--- src/rtl/mips_pkg.sv ---
// Shared MIPS encodings: opcode/funct values, instruction field positions
// and the small decode helpers used by the ID/EX stage.
package mips_pkg;

  localparam int INSTR_W = 32;

  localparam int OP_MSB  = 31;
  localparam int OP_LSB  = 26;
  localparam int RS_MSB  = 25;
  localparam int RS_LSB  = 21;
  localparam int RT_MSB  = 20;
  localparam int RT_LSB  = 16;
  localparam int RD_MSB  = 15;
  localparam int RD_LSB  = 11;
  localparam int SH_MSB  = 10;
  localparam int SH_LSB  = 6;
  localparam int IMM_MSB = 15;
  localparam int IMM_LSB = 0;
  localparam int FN_MSB  = 5;
  localparam int FN_LSB  = 0;

  localparam logic [5:0] OP_RTYPE = 6'b000000;
  localparam logic [5:0] OP_LW    = 6'b100011;
  localparam logic [5:0] OP_LH    = 6'b100001;
  localparam logic [5:0] OP_LB    = 6'b100000;
  localparam logic [5:0] OP_SW    = 6'b101011;
  localparam logic [5:0] OP_SH    = 6'b101001;
  localparam logic [5:0] OP_SB    = 6'b101000;
  localparam logic [5:0] OP_BEQ   = 6'b000100;
  localparam logic [5:0] OP_BNE   = 6'b000101;
  localparam logic [5:0] OP_ADDI  = 6'b001000;
  localparam logic [5:0] OP_ANDI  = 6'b001100;
  localparam logic [5:0] OP_ORI   = 6'b001101;
  localparam logic [5:0] OP_XORI  = 6'b001110;
  localparam logic [5:0] OP_SLTI  = 6'b001010;
  localparam logic [5:0] OP_LUI   = 6'b001111;
  localparam logic [5:0] OP_JAL   = 6'b000011;

  localparam logic [5:0] FN_JR    = 6'b001000;

  typedef struct packed {
    logic [5:0]  opcode;
    logic [4:0]  rs;
    logic [4:0]  rt;
    logic [4:0]  rd;
    logic [4:0]  shamt;
    logic [15:0] imm;
    logic [5:0]  funct;
  } fields_t;

  typedef struct packed {
    logic mem_read;
    logic reg_write;
  } ctrl_t;

  // imm overlaps rd/shamt/funct; every format's view is sliced unconditionally.
  function automatic fields_t slice_fields(input logic [INSTR_W-1:0] instr);
    fields_t f;
    f.opcode = instr[OP_MSB:OP_LSB];
    f.rs     = instr[RS_MSB:RS_LSB];
    f.rt     = instr[RT_MSB:RT_LSB];
    f.rd     = instr[RD_MSB:RD_LSB];
    f.shamt  = instr[SH_MSB:SH_LSB];
    f.imm    = instr[IMM_MSB:IMM_LSB];
    f.funct  = instr[FN_MSB:FN_LSB];
    return f;
  endfunction

  function automatic ctrl_t decode(input logic [5:0] opcode, input logic [5:0] funct);
    ctrl_t c;
    c = '0;
    case (opcode)
      OP_RTYPE:                   c.reg_write = (funct != FN_JR);
      OP_LW, OP_LH, OP_LB: begin
        c.mem_read  = 1'b1;
        c.reg_write = 1'b1;
      end
      OP_ADDI, OP_ANDI, OP_ORI, OP_XORI,
      OP_SLTI, OP_LUI, OP_JAL:    c.reg_write = 1'b1;
      default:                    ;
    endcase
    return c;
  endfunction

  // Stores and branches read rt as a source operand, as do all R-type ops.
  function automatic logic uses_rt(input logic [5:0] opcode);
    case (opcode)
      OP_RTYPE, OP_SW, OP_SH, OP_SB, OP_BEQ, OP_BNE: return 1'b1;
      default:                                       return 1'b0;
    endcase
  endfunction

endpackage

--- src/rtl/hazard_detect.sv ---
// Load-use hazard detector: compares the IF/ID source registers against the
// destination of a load currently sitting in ID/EX.
module hazard_detect
  import mips_pkg::*;
#(
  parameter int REG_AW = 5
) (
  input  logic [5:0]        opcode,
  input  logic [REG_AW-1:0] rs,
  input  logic [REG_AW-1:0] rt,
  input  logic              valid,
  input  logic              ex_valid,
  input  logic              ex_mem_read,
  input  logic [REG_AW-1:0] ex_rt,
  input  logic              flush,
  input  logic              hold,
  output logic              hz,
  output logic              stall
);

  logic rt_is_src;

  // NOTE: purely combinational; every output is assigned on every path so no latch is inferred.
  always_comb begin
    rt_is_src = uses_rt(opcode);
    hz        = valid & ex_valid & ex_mem_read & (ex_rt != '0) &
                ((ex_rt == rs) | (rt_is_src & (ex_rt == rt)));
    // A flush kills the dependent slot; a hold already freezes upstream.
    stall     = hz & ~flush & ~hold;
  end

endmodule

--- src/rtl/id_ex_stage.sv ---
// ID/EX pipeline register of the 32-bit MIPS core: field slicing, control
// decode, load-use bubble insertion, flush/hold and a saturating bubble counter.
module id_ex_stage
  import mips_pkg::*;
#(
  parameter int DATA_W = 32,
  parameter int REG_AW = 5,
  parameter int CNT_W  = 16
) (
  input  logic               Clk,
  input  logic               Reset,
  input  logic [31:0]        InstrIn,
  input  logic [DATA_W-1:0]  PCPlus4In,
  input  logic               ValidIn,
  input  logic [DATA_W-1:0]  RegData1In,
  input  logic [DATA_W-1:0]  RegData2In,
  input  logic               FlushIn,
  input  logic               HoldIn,
  output logic [5:0]         OpcodeOut,
  output logic [5:0]         FunctOut,
  output logic [REG_AW-1:0]  RsOut,
  output logic [REG_AW-1:0]  RtOut,
  output logic [REG_AW-1:0]  RdOut,
  output logic [4:0]         ShamtOut,
  output logic [15:0]        ImmOut,
  output logic [DATA_W-1:0]  ReadData1Out,
  output logic [DATA_W-1:0]  ReadData2Out,
  output logic [DATA_W-1:0]  PCPlus4Out,
  output logic               ValidOut,
  output logic               MemReadOut,
  output logic               RegWriteOut,
  output logic               StallOut,
  output logic [CNT_W-1:0]   BubbleCount
);

  fields_t f;
  ctrl_t   ctrl;
  logic    hz;

  always_comb begin
    f    = slice_fields(InstrIn);
    ctrl = decode(f.opcode, f.funct);
  end

  hazard_detect #(
    .REG_AW (REG_AW)
  ) u_hazard (
    .opcode      (f.opcode),
    .rs          (REG_AW'(f.rs)),
    .rt          (REG_AW'(f.rt)),
    .valid       (ValidIn),
    .ex_valid    (ValidOut),
    .ex_mem_read (MemReadOut),
    .ex_rt       (RtOut),
    .flush       (FlushIn),
    .hold        (HoldIn),
    .hz          (hz),
    .stall       (StallOut)
  );

  // NOTE: sequential state uses non-blocking assignments so every register samples pre-edge values.
  always_ff @(posedge Clk or posedge Reset) begin
    if (Reset) begin
      OpcodeOut    <= '0;
      FunctOut     <= '0;
      RsOut        <= '0;
      RtOut        <= '0;
      RdOut        <= '0;
      ShamtOut     <= '0;
      ImmOut       <= '0;
      ReadData1Out <= '0;
      ReadData2Out <= '0;
      PCPlus4Out   <= '0;
      ValidOut     <= 1'b0;
      MemReadOut   <= 1'b0;
      RegWriteOut  <= 1'b0;
      BubbleCount  <= '0;
    end else if (FlushIn || !HoldIn) begin
      // Fields load on flush and bubble too; only the valid/control bits matter then.
      OpcodeOut    <= f.opcode;
      FunctOut     <= f.funct;
      RsOut        <= REG_AW'(f.rs);
      RtOut        <= REG_AW'(f.rt);
      RdOut        <= REG_AW'(f.rd);
      ShamtOut     <= f.shamt;
      ImmOut       <= f.imm;
      ReadData1Out <= RegData1In;
      ReadData2Out <= RegData2In;
      PCPlus4Out   <= PCPlus4In;
      if (FlushIn || hz) begin
        ValidOut    <= 1'b0;
        MemReadOut  <= 1'b0;
        RegWriteOut <= 1'b0;
      end else begin
        ValidOut    <= ValidIn;
        MemReadOut  <= ctrl.mem_read & ValidIn;
        RegWriteOut <= ctrl.reg_write & ValidIn;
      end
      if (!FlushIn && hz && (BubbleCount != '1))
        BubbleCount <= BubbleCount + CNT_W'(1);
    end
  end

endmodule

--- config.mk ---
export PLATFORM = sky130hd
export DESIGN_NAME = id_ex_stage
export DESIGN_NICKNAME = d
export VERILOG_FILES = /design/src/rtl/mips_pkg.sv /design/src/rtl/hazard_detect.sv /design/src/rtl/id_ex_stage.sv
export SDC_FILE = /design/constraint.sdc
export NUM_CORES = 1
export LEC_CHECK = 0
export CAP_MARGIN = 15
export CORE_MARGIN = 2
export CORE_UTILIZATION = 35
export DETAILED_ROUTE_END_ITERATION = 16
export PLACE_DENSITY = 0.8
export SYNTH_ARGS = -nofsm -noshare
export SYNTH_HDL_FRONTEND = slang
export SYNTH_SLANG_ARGS = --single-unit
--- constraint.sdc ---
create_clock -name Clk -period 8.9 [get_ports Clk]
set_input_delay 2.225 -clock Clk [delete_from_list [all_inputs] [get_ports Clk]]
set_output_delay 2.225 -clock Clk [all_outputs]
set_load 0.03 [all_outputs]
[After elaboration in Yosys (flattened, before gate mapping)]
Index checks and enable logic that the tools add are counted.
Storage, ports and cells
  output and inout port bits: 164
  logic and storage cells: 64
  input port bits: 133
  register bits after elaboration: 163
Cells by class
  bitwise logic cells: 12
  reductions and logical operators: 12
  equal/unequal tests: 19
  mux-type cells: 6
  $add $sub $neg: 1
Operators with widths (number)
  $eq 6x4->1 const B: 6
  $eq 6x6->1 const B: 6
  $add 16x1->16 const B: 1
  $ne 16x16->1 const B: 1
  $eq 6x3->1 const B: 2
  $eq 5x5->1: 2
  $reduce_or 10->1: 1
  $and 1x1->1: 9
  $eq 6x2->1 const B: 1
  $logic_not 6->1: 1
  $ne 6x4->1 const B: 1
  $reduce_or 6->1: 1
  $mux 1: 5
  $reduce_bool 5->1: 1
  $reduce_or 3->1: 1
  $logic_and 1x1->1: 2
  $logic_not 1->1: 2
  $logic_or 1x1->1: 2
  $not 1->1: 2
  $pmux 1 s2: 1
  $reduce_and 2->1: 1
  $or 1x1->1: 1

[Logic depth before layout (Yosys ltp)]
  depth after elaboration: 9
  mapped depth: 9

[Hierarchy]
From an unflattened synthesis, not the netlist that was laid out.
Unflattened totals
  cells, all modules: 684
  area, all modules: 6118.4 µm²
Modules (own cells, without submodules)
  id_ex_stage: cells an instance 657, instances 1, sequential area each 3678.5 µm², area each 5939.4 µm²
  hazard_detect: cells an instance 27, instances 1, sequential area each 0.0 µm², area each 178.9 µm²

[Worst setup path before layout]
OpenSTA, ideal clock, no wires.
  path type: input port to output port
  from: in InstrIn[19]
  to: out StallOut
  buffers on the path: 0
  arrival time: 3479 ps
  data required time: 6675 ps
  path slack: 3196 ps
  stages on the path: 5
  cells stage by stage: xor2_1 nor4_1 o211ai_1 a21oi_1 nor2b_1
Between the ends
  word-level cells in the longest chain between the ends: 6
Ends and longest elaborated chain
  start, declared: RTL line id_ex_stage.sv:12  | input logic [31:0] InstrIn,
  $eq 5x5->1: RTL line hazard_detect.sv:27  | ((ex_rt == rs) | (rt_is_src & (ex_rt == rt)));
  $and 1x1->1: RTL line hazard_detect.sv:27
  $or 1x1->1: RTL line hazard_detect.sv:27
  $and 1x1->1: RTL line hazard_detect.sv:26  | hz = valid & ex_valid & ex_mem_read & (ex_rt != '0) &
  $and 1x1->1 (2 in a row): RTL line hazard_detect.sv:29  | stall = hz & ~flush & ~hold;
  end, declared: RTL line id_ex_stage.sv:32  | output logic StallOut,
No other way between the ends.

[Worst setup path after layout]
Ends and elaborated chain as after synthesis.

==> impl_metrics.json <==
{
  "path_clk_slew_ps": 60,
  "ios": 297,
  "dp_hpwl_mm": 12.2,
  "required_ps": 6680,
  "max_clock_freq_ghz": 0.142,
  "worstSetupPathType": "input pin to primary output",
  "leakage_nw": 4.57,
  "holdWs_ps": 463,
  "antenna_found_initial": 0,
  "clk-insertion-delay-late_ps": 420,
  "drive_gt1_share_pct": 5.16,
  "cts_buffers": 17,
  "syn_area_um2": 6040,
  "final_core_util_pct": 56.6,
  "synth-main-ff-cell": "dfrtp_1",
  "nets": 1071,
  "tightestPinTransition_ps": 1090,
  "vdd_ir_drop_max_uv": 121,
  "cap_violations": 0,
  "num_vias": 5261,
  "die_area_um2": 18300,
  "critPathMaxStageDelay_ps": 690,
  "postCtsHoldBufs": 0,
  "synth_warnings": 0,
  "yosysTopAreaCell": "dfrtp_1",
  "clock_sinks": 147,
  "viasPerCell": 4.48,
  "synth.most_common_cell": "nand2_1",
  "finalSetupViolations": 0,
  "seq_area_frac_synth_pct": 60.9,
  "slew_violations": 0,
  "synth_edf_count": 0,
  "synth_cells": 665,
  "slowest_stage": "clkdlybuf4s50_1",
  "grt_pass1_wl_mm": 27.2,
  "wl_per_cell_um": 14.8,
  "cp_num_buf_inv": 2,
  "ys_top_cells_by_count": "nand2_1 (388), dfrtp_1 (147), clkbuf_1 (24)",
  "overflow": 0,
  "synth_cell_types": 38,
  "hold_class": "flop to flop",
  "async_flop_share_pct": 100,
  "grt_max_degree": 76,
  "grt_pass1_vias": 5193,
  "die_w_um": 135,
  "area_delta_synth_final_pct": 59.8,
  "synth-seq-cells": 147,
  "synth_nets": 799,
  "crit_arrival_ps": 4800,
  "diodes": 0,
  "synth_area_per_cell_um2": 9.08,
  "crit_top_cell": "clkdlybuf4s50_1",
  "start_util_pct": 35.4,
  "path_max_fanout": 2,
  "setup-tns-final_ps": 0,
  "drt_iter0_drc": 221,
  "cts_setup_buffers": 0,
  "track_usage_pct": 19.0,
  "drc": 0,
  "rsz0062_at_grt": "no",
  "ys_top_cells_by_area": "dfrtp_1 (61%), nand2_1 (24%), xnor2_1 (2.3%), buf_4 (2.0%), clkbuf_1 (1.5%)",
  "post-route-min-period_ps": 7030,
  "antenna_left": 0,
  "critPathLaunchType": "input pin",
  "fp.dieH_um": 135,
  "port_buffers": 296,
  "firstDrtPassIters": 4,
  "slew_headroom_pct": 27.0,
  "post_cts_resized": 0,
  "yosysTopAreaCellShare_pct": 60.9,
  "core_um2": 17100,
  "wl_mm": 17.4,
  "clockRootBuffer": "clkbuf_16",
  "finalHoldViolCount": 0,
  "tritoncts": "yes",
  "timing.final.crit_share_pct": 79.0,
  "gp_congestion": 0.806,
  "num_rows": 48,
  "status": "finished clean",
  "crit_chain": "clkdlybuf4s50_1 -> xor2_1 -> nor4_1 -> o211ai_1 -> a21oi_1 -> nor2b_1 -> clkdlybuf4s50_1",
  "cts_buffer_depth": 2,
  "pwr_density_cell_nw_per_um2": 188,
  "end_kind": "primary output",
  "htreeDepth": 4,
  "crit_family": "buffers and inverters",
  "finClkSkew_ps": 12.1
}
==> final cells by class <==
class                      count  area (um2)
fill                        1528        7410
sequential                   147        3680
timing repair buffer         300        2990
multi-input combinational    468        2120
clock buffer                  19         433
tap                          225         282
clock inverter                13         128
inverter                       3        16.3
==> worst register-to-register path, cell delays in order (launching register included) <==
cell       delay, ps
dfrtp_1          450
xor2_1           190
nor4_1           560
o211ai_1         320
a2111oi_4       1060
mux2_2           420
==> cells in the final DEF (no fill, tap or decap), types with 2 or more instances in the layout <==
master	netlist	routed
a2111oi_4	2	2
a21oi_1	3	3
and2_1	2	2
and3_1	8	8
and4_1	4	4
buf_4	16	4
clkbuf_1	24	2
clkbuf_16	0	17
clkdlybuf4s50_1	0	296
clkinv_4	0	5
clkinvlp_4	0	3
dfrtp_1	147	147
inv_6	0	4
nand2_1	388	388
nand3_1	3	3
nand3_2	4	4
nand4_1	3	3
nor3_1	6	6
xnor2_1	16	16
xor2_1	9	9
==> cells by family (layout without fill, tap and decap cells) <==
group / after synthesis / in the layout / share of synthesized area [%]
AO/OA/AOI/OAI: 12 / 12 / 2.05
buffers and inverters: 50 / 335 / 4.25
XOR/XNOR: 25 / 25 / 3.63
adder cells (fa/ha/maj): 1 / 1 / 0.207
AND/OR/NAND/NOR: 428 / 428 / 28.6
multiplexers: 2 / 2 / 0.352
flip-flops: 147 / 147 / 60.9
==> metrics by stage <==
step	instances	power, W	cell area (um2)	setup slack (ps)
3_3_place_gp	1143	0.00114	9090	1930
3_5_place_dp	1143	0.00115	9090	1930
4_1_cts	1175	0.00184	9650	1910
6_report	1175	0.00182	9650	1870
2_1_floorplan	665	0.000952	6040	2720
5_1_grt	1175	0.00190	9650	1700
==> per-layer routing <==
| metal | GRT usage, % | vias to the layer above | share of wire, % | wire, um |
|---|---|---|---|---|
| met5 | 0 | - | 0 | 0 |
| li1 | - | 2589 | - | - |
| met1 | 23.7 | 2459 | 41 | 7160 |
| met2 | 30.7 | 185 | 49 | 8570 |
| met4 | 7.06 | 0 | 2.0 | 342 |
| met3 | 6.58 | 28 | 7.5 | 1310 |
==> state kept, by name, indices dropped and copies added, names as in the netlist, 2 cells and up <==
| register | flops |
|---|---|
| ShamtOut | 4 |
| ImmOut | 2 |
| OpcodeOut | 6 |
| ReadData1Out | 32 |
| RsOut | 5 |
| PCPlus4Out | 32 |
| ReadData2Out | 32 |
| RdOut | 5 |
| FunctOut | 5 |
| RtOut | 5 |
| BubbleCount | 16 |
==> path summary, 6_finish.rpt <==
| path | to | cells past startpoint | slack (ps) | startpoint |
|---|---|---|---|---|
| min reg2reg | PCPlus4Out[6] | 2 | 460 | PCPlus4Out[6] |
| min in group asynchronous | ReadData2Out[24] | 2 | 2280 | Reset |
| max in group asynchronous | ReadData1Out[27] | 3 | 5180 | Reset |
| max reg2reg | BubbleCount[1] | 5 | 5800 | RtOut[3] |
| min | PCPlus4Out[6] | 2 | 460 | PCPlus4Out[6] |
| max | StallOut | 7 | 1870 | InstrIn[19] |
==> power by group <==
group          leakage (nW)  internal, W  switching [W]
logic                  2.52     0.000169       0.000215
clock network         0.265     0.000389       0.000296
registers              1.79     0.000717      0.0000309
total                  4.57      0.00128       0.000541
Power figures use the tool's default switching activity.
